[src/rtl/counter_poll_seq.sv]
`default_nettype none
// ============================================================================
//  Module   : counter_poll_seq
//  Purpose  : Sole master of the shared encoder counter bus. Walks oe/sel over
//             NC channels, latches each count into a shadow bank, then commits
//             all channels in one clock. The commit also produces the signed
//             8-bit delta of each channel since the previous snapshot.
//  Ports    : clk       - system clock, rising edge
//             rst       - asynchronous reset, active low
//             start     - one-cycle snapshot request
//             countin   - count bus from counter_top (undriven when oe=0)
//             oe, sel   - output enable / channel select to counter_top
//             busy      - sequence in progress
//             done      - one-cycle pulse, new snapshot visible on rd_*
//             overrun   - sticky: trigger arrived while not idle
//             rd_sel    - snapshot bank read select
//             rd_count  - committed count of channel rd_sel
//             rd_diff   - committed two's-complement delta of channel rd_sel
//  Options  : COUNTER_POLL_TIMER_EN - free-running auto-poll timer (PERIOD)
//  Revision : 1.0 - initial release
// ============================================================================
module counter_poll_seq #(
  parameter int NC     = 4,
  parameter int SETTLE = 1,
  parameter int PERIOD = 2000
) (
  input  logic       clk,
  input  logic       rst,
  input  logic       start,
  input  logic [7:0] countin,
  output logic       oe,
  output logic [1:0] sel,
  output logic       busy,
  output logic       done,
  output logic       overrun,
  input  logic [1:0] rd_sel,
  output logic [7:0] rd_count,
  output logic [7:0] rd_diff
);

  localparam int              SW          = (SETTLE > 1) ? $clog2(SETTLE) : 1;
  localparam logic [SW-1:0]   SETTLE_LAST = SW'(SETTLE - 1);
  localparam logic [1:0]      CH_LAST     = 2'(NC - 1);

  typedef enum logic [2:0] {
    S_IDLE   = 3'd0,
    S_DRIVE  = 3'd1,
    S_SAMPLE = 3'd2,
    S_GAP    = 3'd3,
    S_COMMIT = 3'd4
  } state_t;

  state_t          state_q, state_d;
  logic [1:0]      ch_q, ch_d;
  logic [SW-1:0]   settle_q, settle_d;
  logic            overrun_q, overrun_d;
  logic            first_q;
  logic            trig;
  logic            sample_en;
  logic            commit_en;

  // Banks are sized for the full 2-bit select; channels >= NC stay at zero.
  logic [7:0]      shadow_q [4];
  logic [7:0]      count_q  [4];
  logic [7:0]      diff_q   [4];

`ifdef COUNTER_POLL_TIMER_EN
  localparam int            TW          = (PERIOD > 1) ? $clog2(PERIOD) : 1;
  localparam logic [TW-1:0] TMR_RELOAD  = TW'(PERIOD - 1);

  logic [TW-1:0] tmr_q;
  logic          tick;

  // Free-running: independent of the FSM, so a slow sequence shows up as
  // overrun rather than stretching the poll period.
  assign tick = (tmr_q == '0);

  always_ff @(posedge clk or negedge rst) begin
    if (!rst) begin
      tmr_q <= TMR_RELOAD;
    end else if (tick) begin
      tmr_q <= TMR_RELOAD;
    end else begin
      tmr_q <= tmr_q - 1'b1;
    end
  end

  assign trig = start | tick;
`else
  assign trig = start;
`endif

  // --------------------------------------------------------------------------
  // State register
  // --------------------------------------------------------------------------
  always_ff @(posedge clk or negedge rst) begin
    if (!rst) begin
      state_q   <= S_IDLE;
      ch_q      <= 2'd0;
      settle_q  <= '0;
      overrun_q <= 1'b0;
    end else begin
      state_q   <= state_d;
      ch_q      <= ch_d;
      settle_q  <= settle_d;
      overrun_q <= overrun_d;
    end
  end

  // --------------------------------------------------------------------------
  // Next state and outputs
  // --------------------------------------------------------------------------
  always_comb begin
    state_d   = state_q;
    ch_d      = ch_q;
    settle_d  = settle_q;
    overrun_d = overrun_q;
    oe        = 1'b0;
    busy      = 1'b1;
    done      = 1'b0;
    sample_en = 1'b0;
    commit_en = 1'b0;

    // Only IDLE accepts a trigger; COMMIT still counts as occupied.
    if (trig) begin
      overrun_d = (state_q != S_IDLE);
    end

    case (state_q)
      S_IDLE: begin
        busy = 1'b0;
        if (trig) begin
          state_d  = S_DRIVE;
          ch_d     = 2'd0;
          settle_d = '0;
        end
      end
      S_DRIVE: begin
        oe = 1'b1;
        if (settle_q == SETTLE_LAST) begin
          state_d = S_SAMPLE;
        end else begin
          settle_d = settle_q + 1'b1;
        end
      end
      S_SAMPLE: begin
        oe        = 1'b1;
        sample_en = 1'b1;
        state_d   = S_GAP;
      end
      S_GAP: begin
        // oe is low here, so the select may move on at the end of this cycle.
        if (ch_q == CH_LAST) begin
          commit_en = 1'b1;
          state_d   = S_COMMIT;
        end else begin
          ch_d     = ch_q + 2'd1;
          settle_d = '0;
          state_d  = S_DRIVE;
        end
      end
      S_COMMIT: begin
        busy    = 1'b0;
        done    = 1'b1;
        ch_d    = 2'd0;
        state_d = S_IDLE;
      end
      default: begin
        busy    = 1'b0;
        state_d = S_IDLE;
      end
    endcase
  end

  assign sel     = ch_q;
  assign overrun = overrun_q;

  // --------------------------------------------------------------------------
  // Shadow / committed banks. The commit edge is the one entering COMMIT so
  // that the new snapshot is already visible while done is high.
  // --------------------------------------------------------------------------
  always_ff @(posedge clk or negedge rst) begin
    if (!rst) begin
      for (int i = 0; i < 4; i++) begin
        shadow_q[i] <= 8'd0;
        count_q[i]  <= 8'd0;
        diff_q[i]   <= 8'd0;
      end
      first_q <= 1'b1;
    end else begin
      if (sample_en) begin
        shadow_q[ch_q] <= countin;
      end
      if (commit_en) begin
        for (int i = 0; i < NC; i++) begin
          count_q[i] <= shadow_q[i];
          // Modulo-256 subtraction gives the correct signed delta across
          // counter wrap as long as |speed| < 128 counts per snapshot.
          diff_q[i]  <= first_q ? 8'd0 : (shadow_q[i] - count_q[i]);
        end
        first_q <= 1'b0;
      end
    end
  end

  assign rd_count = count_q[rd_sel];
  assign rd_diff  = diff_q[rd_sel];

endmodule
`default_nettype wire

[config.mk]
export PLATFORM = sky130hd
export DESIGN_NAME = counter_poll_seq
export DESIGN_NICKNAME = d
export VERILOG_FILES = /design/src/rtl/counter_poll_seq.sv
export SDC_FILE = /design/constraint.sdc
export NUM_CORES = 1
export LEC_CHECK = 0
export CAP_MARGIN = 25
export CORE_MARGIN = 2
export CORE_UTILIZATION = 45
export CTS_CLUSTER_DIAMETER = 80
export DETAILED_ROUTE_END_ITERATION = 6
export PLACE_DENSITY_LB_ADDON = 0.2
export SLEW_MARGIN = 10
export SYNTH_ARGS = -nofsm -noshare
export SYNTH_HDL_FRONTEND = slang
export SYNTH_SLANG_ARGS = --single-unit
export TNS_END_PERCENT = 1
[constraint.sdc]
create_clock -name clk -period 2.65 [get_ports clk]
set_clock_uncertainty 0.05 [all_clocks]
set_input_delay 0.795 -clock clk [delete_from_list [all_inputs] [get_ports clk]]
set_output_delay 0.795 -clock clk [all_outputs]
set_load 0.1 [all_outputs]
# Word level (Yosys, flattened, before mapping)
# Index checks and enable logic that the tools add are counted.
dict set report classes {
  shift 0
  reduce_logical 10
  add_sub_neg 6
  eq_ne 8
  muxes 30
  magnitude_cmp 3
  n_mul 0
  div_mod_pow 0
  bitwise_logic 2
}
# cell n
set op_table {}
lappend op_table {{2-to-1 mux 8 bit} 9}
lappend op_table {{binary-select mux 8 bit (select 2 bit)} 2}
lappend op_table {{bitwise mux 32 bit} 1}
lappend op_table {{subtractor 8 bit} 4}
lappend op_table {{demux 8 bit (select 2 bit)} 1}
lappend op_table {{case mux 3 bit (4 select lines)} 1}
lappend op_table {{2-to-1 mux 1 bit} 9}
lappend op_table {{2-to-1 mux 3 bit} 3}
lappend op_table {{nonzero test 3 bit} 3}
lappend op_table {{== test 3 x 2 -> 1 bit (second input constant)} 2}
lappend op_table {{>= comparator 3 bit (second input constant)} 2}
lappend op_table {{inequality test 2 bit (second input constant)} 3}
lappend op_table {{inverter 2 -> 3 bit} 2}
lappend op_table {{case mux 2 bit (3 select lines)} 1}
lappend op_table {{AND reduction 3 bit} 2}
lappend op_table {{2-to-1 mux 2 bit} 2}
lappend op_table {{== test 3 x 1 -> 1 bit (second input constant)} 1}
lappend op_table {{== test 3 bit (second input constant)} 1}
lappend op_table {{logical NOT 3 bit} 1}
lappend op_table {{less-than comparator 3 x 1 -> 1 bit (second input constant)} 1}
lappend op_table {{case mux 1 bit (3 select lines)} 1}
lappend op_table {{OR reduction 3 bit} 1}
lappend op_table {{adder 2 x 1 -> 2 bit (second input constant)} 1}
lappend op_table {{== test 2 bit (second input constant)} 1}
lappend op_table {{other kinds (4)} 4}
dict set report totals {
  ramBits 0
  regBits 104
  out_inout_bits 22
  elab_cells 76
  rom_bits 0
  memories 0
  latch_bits 0
  input_bits 13
}

# Depth between registers and ports, before layout
# Gate-level depths: netlist of the first run.
dict set report logic_depth {
  word_depth 6
  depth_mapped 9
  ltp_nobuf 9
}

# Worst setup path before layout of the first run
# Ideal clock, no wire load.
dict set report synth_timing {
  path_type {input to output}
  start {input rd_sel[0]}
  end {output rd_count[4]}
  cell_stages 3
  arrival_ps 2031
  setup_slack_ps -226
  required_ps 1805
  n_path_buf 2
  path_cell_list {buf_2 > buf_4 > mux4_2}
}
dict set report synth_between {
  elab_chain_len 4
}
# item line_no
set synth_rtl {}
lappend synth_rtl {{from (decl)} 36} ;# input logic [1:0] rd_sel,
lappend synth_rtl {{inverter 2 -> 3 bit (not written as such)} 206} ;# assign rd_count = count_q[rd_sel];
lappend synth_rtl {{binary-select mux 8 bit (select 2 bit)} 206}
lappend synth_rtl {{2-to-1 mux 8 bit (not written as such) (2 in a row)} 206}
lappend synth_rtl {{to (decl)} 37} ;# output logic [7:0] rd_count,
# Every way passes these cells. The select of a mux whose other input is x is not followed.

# Worst setup path after layout of the first run
dict set report layout_timing {
  start {input rd_sel[0]}
  end {output rd_count[2]}
}
# The elaborated chain is that of the path after synthesis.

==> results.json, run 1 <==
{
  "cp_cell_sequence": "buf_12 -> buf_12 -> mux4_2 -> buf_12",
  "coreArea_sq_um": 12670,
  "path_clk_slew_ps": 70,
  "setup_tns_ps": -0.004885,
  "worst-path-max-fanout": 8,
  "initial_core_util": 0.4642,
  "post-dp-hpwl_microns": 9243,
  "critPathLaunchType": "input pin",
  "antenna_found_initial": 0,
  "grt_use_total": 0.2042,
  "critPathLaunch": "rd_sel[0]",
  "period_needed_ps": 2650,
  "drv_slew": 0,
  "synth_nets": 552,
  "ys_ff_latch": 103,
  "synthCells": 499,
  "setup_viol": 1,
  "viasPerCell": 5.379,
  "area.growth.synth_to_final_pct": 17.49,
  "cp.required_ps": 1810,
  "rr_startpoint": "shadow_q[8]$_DFFE_PN0P_",
  "cp.buffers_inverters": 3,
  "tritoncts": "yes",
  "grt_setup_unrepaired": "yes",
  "rows": 41,
  "reg2reg_to": "diff_q[14]$_DFFE_PN0N_",
  "drtAntennaViolNets": 0,
  "cpLargestDelayFamily": "multiplexers",
  "drc": 0,
  "drtPass1Iterations": 4,
  "dpl_cell_area_sq_um": 6526,
  "hold_viol_final": 0,
  "synth_area_leaders": "dfrtp_1 (43%), ha_1 (7.7%), mux2_4 (7.1%)",
  "num-nets-final": 584,
  "end_kind": "primary output",
  "async_flop_share": 1.000,
  "setup_slack_ps": -0.004885,
  "avgSynthCellArea_sq_um": 11.79,
  "arrival_ps": 1810,
  "cts_sinks": 103,
  "max_freq_mhz": 377.4,
  "root_buffer": "clkbuf_16",
  "pre_cts_ws_ps": -486.9,
  "max_slew_margin": 0.4896,
  "critPathMaxStageDelay_ps": 560,
  "ys_types": 44,
  "status": "finished with violations",
  "portBuffers": 34,
  "yosys-top-cells-count": "dfrtp_1 (102), nand2_1 (58), o21ai_0 (43)",
  "io-pin-count": 35,
  "ys_seq_area_frac": 0.4384,
  "finalInstanceArea_sq_um": 6910,
  "grt_max_degree": 50,
  "num_vias": 3803,
  "cp_common_cell": "buf_12",
  "synth.most_common_cell": "dfrtp_1",
  "routed_wl_microns": 12980,
  "holdCritPathClass": "input pin to async pin",
  "clock_latency_ps": 360,
  "grt_pass1_vias": 4000,
  "maxCapViolCount": 0,
  "dieArea_sq_um": 14000,
  "synthFlopType": "dfrtp_1",
  "drtIter0Drc": 216,
  "fin_crit_sh": 1.000,
  "reg2reg_slack_ps": 490,
  "crit_slowest_cell": "mux4_2",
  "synth_top_area_cell": "dfrtp_1",
  "worstSetupPathType": "input pin to primary output",
  "grt_first_pass_wirelength_microns": 21960,
  "fillers": 1054,
  "netlist_area_sq_um": 5882,
  "antennaDiodeCount": 0,
  "gr-total-overflow": 0,
  "cts-htree-levels": 3,
  "yosys_warnings": 0,
  "routabilityCongestion": 0.8023,
  "drive_above_1_share": 0.2542,
  "cts_made_buffers": 9,
  "synth.top_cell.area_share": 0.4340,
  "cts.path.max_buffers": 2,
  "worstRegToRegCells": 9,
  "tightest_slew_ps": 762.8,
  "synth-edff-count": 0,
  "routedWlPerCell_microns": 18.36,
  "die_h_microns": 118.3,
  "violations": "setup timing",
  "die_x_microns": 118.3
}
-- per-layer routing --
metal	wire length, microns	track usage
met3	465	0.03813
met4	237	0.06627
met5	0	0
met1	6193	0.2993
met2	6081	0.3056
-- registers in the layout, summed over array words and instances, names as in the netlist --
signal and cells:
count_q 32, diff_q 32, shadow_q 32, state_q 3, sel 2, first_q 1
overrun 1
-- stage by stage --
| stage | utilization | std cells | hold slack, ps |
|---|---|---|---|
| floorplan | - | 499 | 392.6 |
| global placement | 0.5151 | 690 | 410.4 |
| detailed placement | 0.5151 | 690 | 420.0 |
| CTS | 0.5454 | 707 | 343.6 |
| global route | 0.5454 | 707 | 360.5 |
| finish | 0.5454 | 707 | 329.4 |
-- worst max-delay path by stage --
stage                  endpoint  slack, ps  depth (start not counted)
global placement    rd_count[2]       -480                          4
detailed placement  rd_count[6]       -490                          4
CTS                 rd_count[2]        0.7                          4
finish              rd_count[2]     -0.005                          4
floorplan           rd_count[4]        -50                          3
global route        rd_count[3]        -10                          4
-- layout by cell type (no fill, tap or decap), drive strengths merged, types with 6 or more instances in the layout --
| cell type | count |
|---|---|
| mux2 | 32 |
| dfrtp | 102 |
| and2 | 6 |
| mux4 | 16 |
| a211oi | 12 |
| nor2 | 16 |
| buf | 35 |
| o21ai | 47 |
| clkdlybuf4s50 | 9 |
| nand2b | 12 |
| o21bai | 8 |
| o31ai | 8 |
| a22o | 12 |
| clkbuf | 13 |
| inv | 35 |
| a21oi | 14 |
| xnor2 | 21 |
| ha | 36 |
| nand2 | 58 |
| o41ai | 8 |
-- worst reg2reg max path: stages, from the launching register on --
cell,delay (ps)
dfrtp_1,360
inv_1,100
ha_1,160
inv_1,50
fa_1,450
a211oi_2,270
o21bai_1,110
a21oi_1,180
xnor2_1,110
a22o_1,200
-- cell families after synthesis --
family          count (synthesis)  share of synthesized area
simple gates                  106                    0.08594
fa+ha+maj                      40                    0.09019
flops                         103                     0.4384
mux                            48                     0.1404
compound gates                122                     0.1576
buf+inv                        59                    0.05616
xor+xnor                       21                    0.03127
-- what timing repair did --
action,4_1_cts,5_1_grt
endpoints found under the setup margin,16,6
buffers inserted,0,0
cloned,2,0
hold buffers,0,0
gates resized for setup,14,0
-- cell type report --
type / count / area, sq um / area share
clock inverter: 2 / 37.54 / 0.005432
multi-input combinational: 337 / 2975 / 0.4306
tap: 172 / 215.2 / 0.03114
inverter: 35 / 131.4 / 0.01901
sequential: 103 / 2579 / 0.3732
clock buffer: 13 / 280.3 / 0.04056
timing repair buffer: 45 / 691.9 / 0.1001
Power of run 1 is not shown: default switching activity piles up to over one toggle a cycle in this logic, so the estimate is an artifact.
==> inputs of run 2 (changes only) <==
--- a/config.mk
+++ b/config.mk
@@ -5,7 +5,7 @@
 export SDC_FILE = /design/constraint.sdc
 export NUM_CORES = 1
 export LEC_CHECK = 0
-export CAP_MARGIN = 25
+export CAP_MARGIN = 30
 export CORE_MARGIN = 2
 export CORE_UTILIZATION = 45
 export CTS_CLUSTER_DIAMETER = 80
==> results of run 2 <==
Same layout as run 1: the final DEF is identical, and so are final timing and power.
Power of run 2 is left out for the same reason.
==> inputs of run 3 (changes only) <==
--- a/config.mk
+++ b/config.mk
@@ -5,7 +5,7 @@
 export SDC_FILE = /design/constraint.sdc
 export NUM_CORES = 1
 export LEC_CHECK = 0
-export CAP_MARGIN = 30
+export CAP_MARGIN = 20
 export CORE_MARGIN = 2
 export CORE_UTILIZATION = 45
 export CTS_CLUSTER_DIAMETER = 80
==> results of run 3 <==
Same layout as run 1: the final DEF is identical, and so are final timing and power.
Power of run 3 is left out for the same reason.
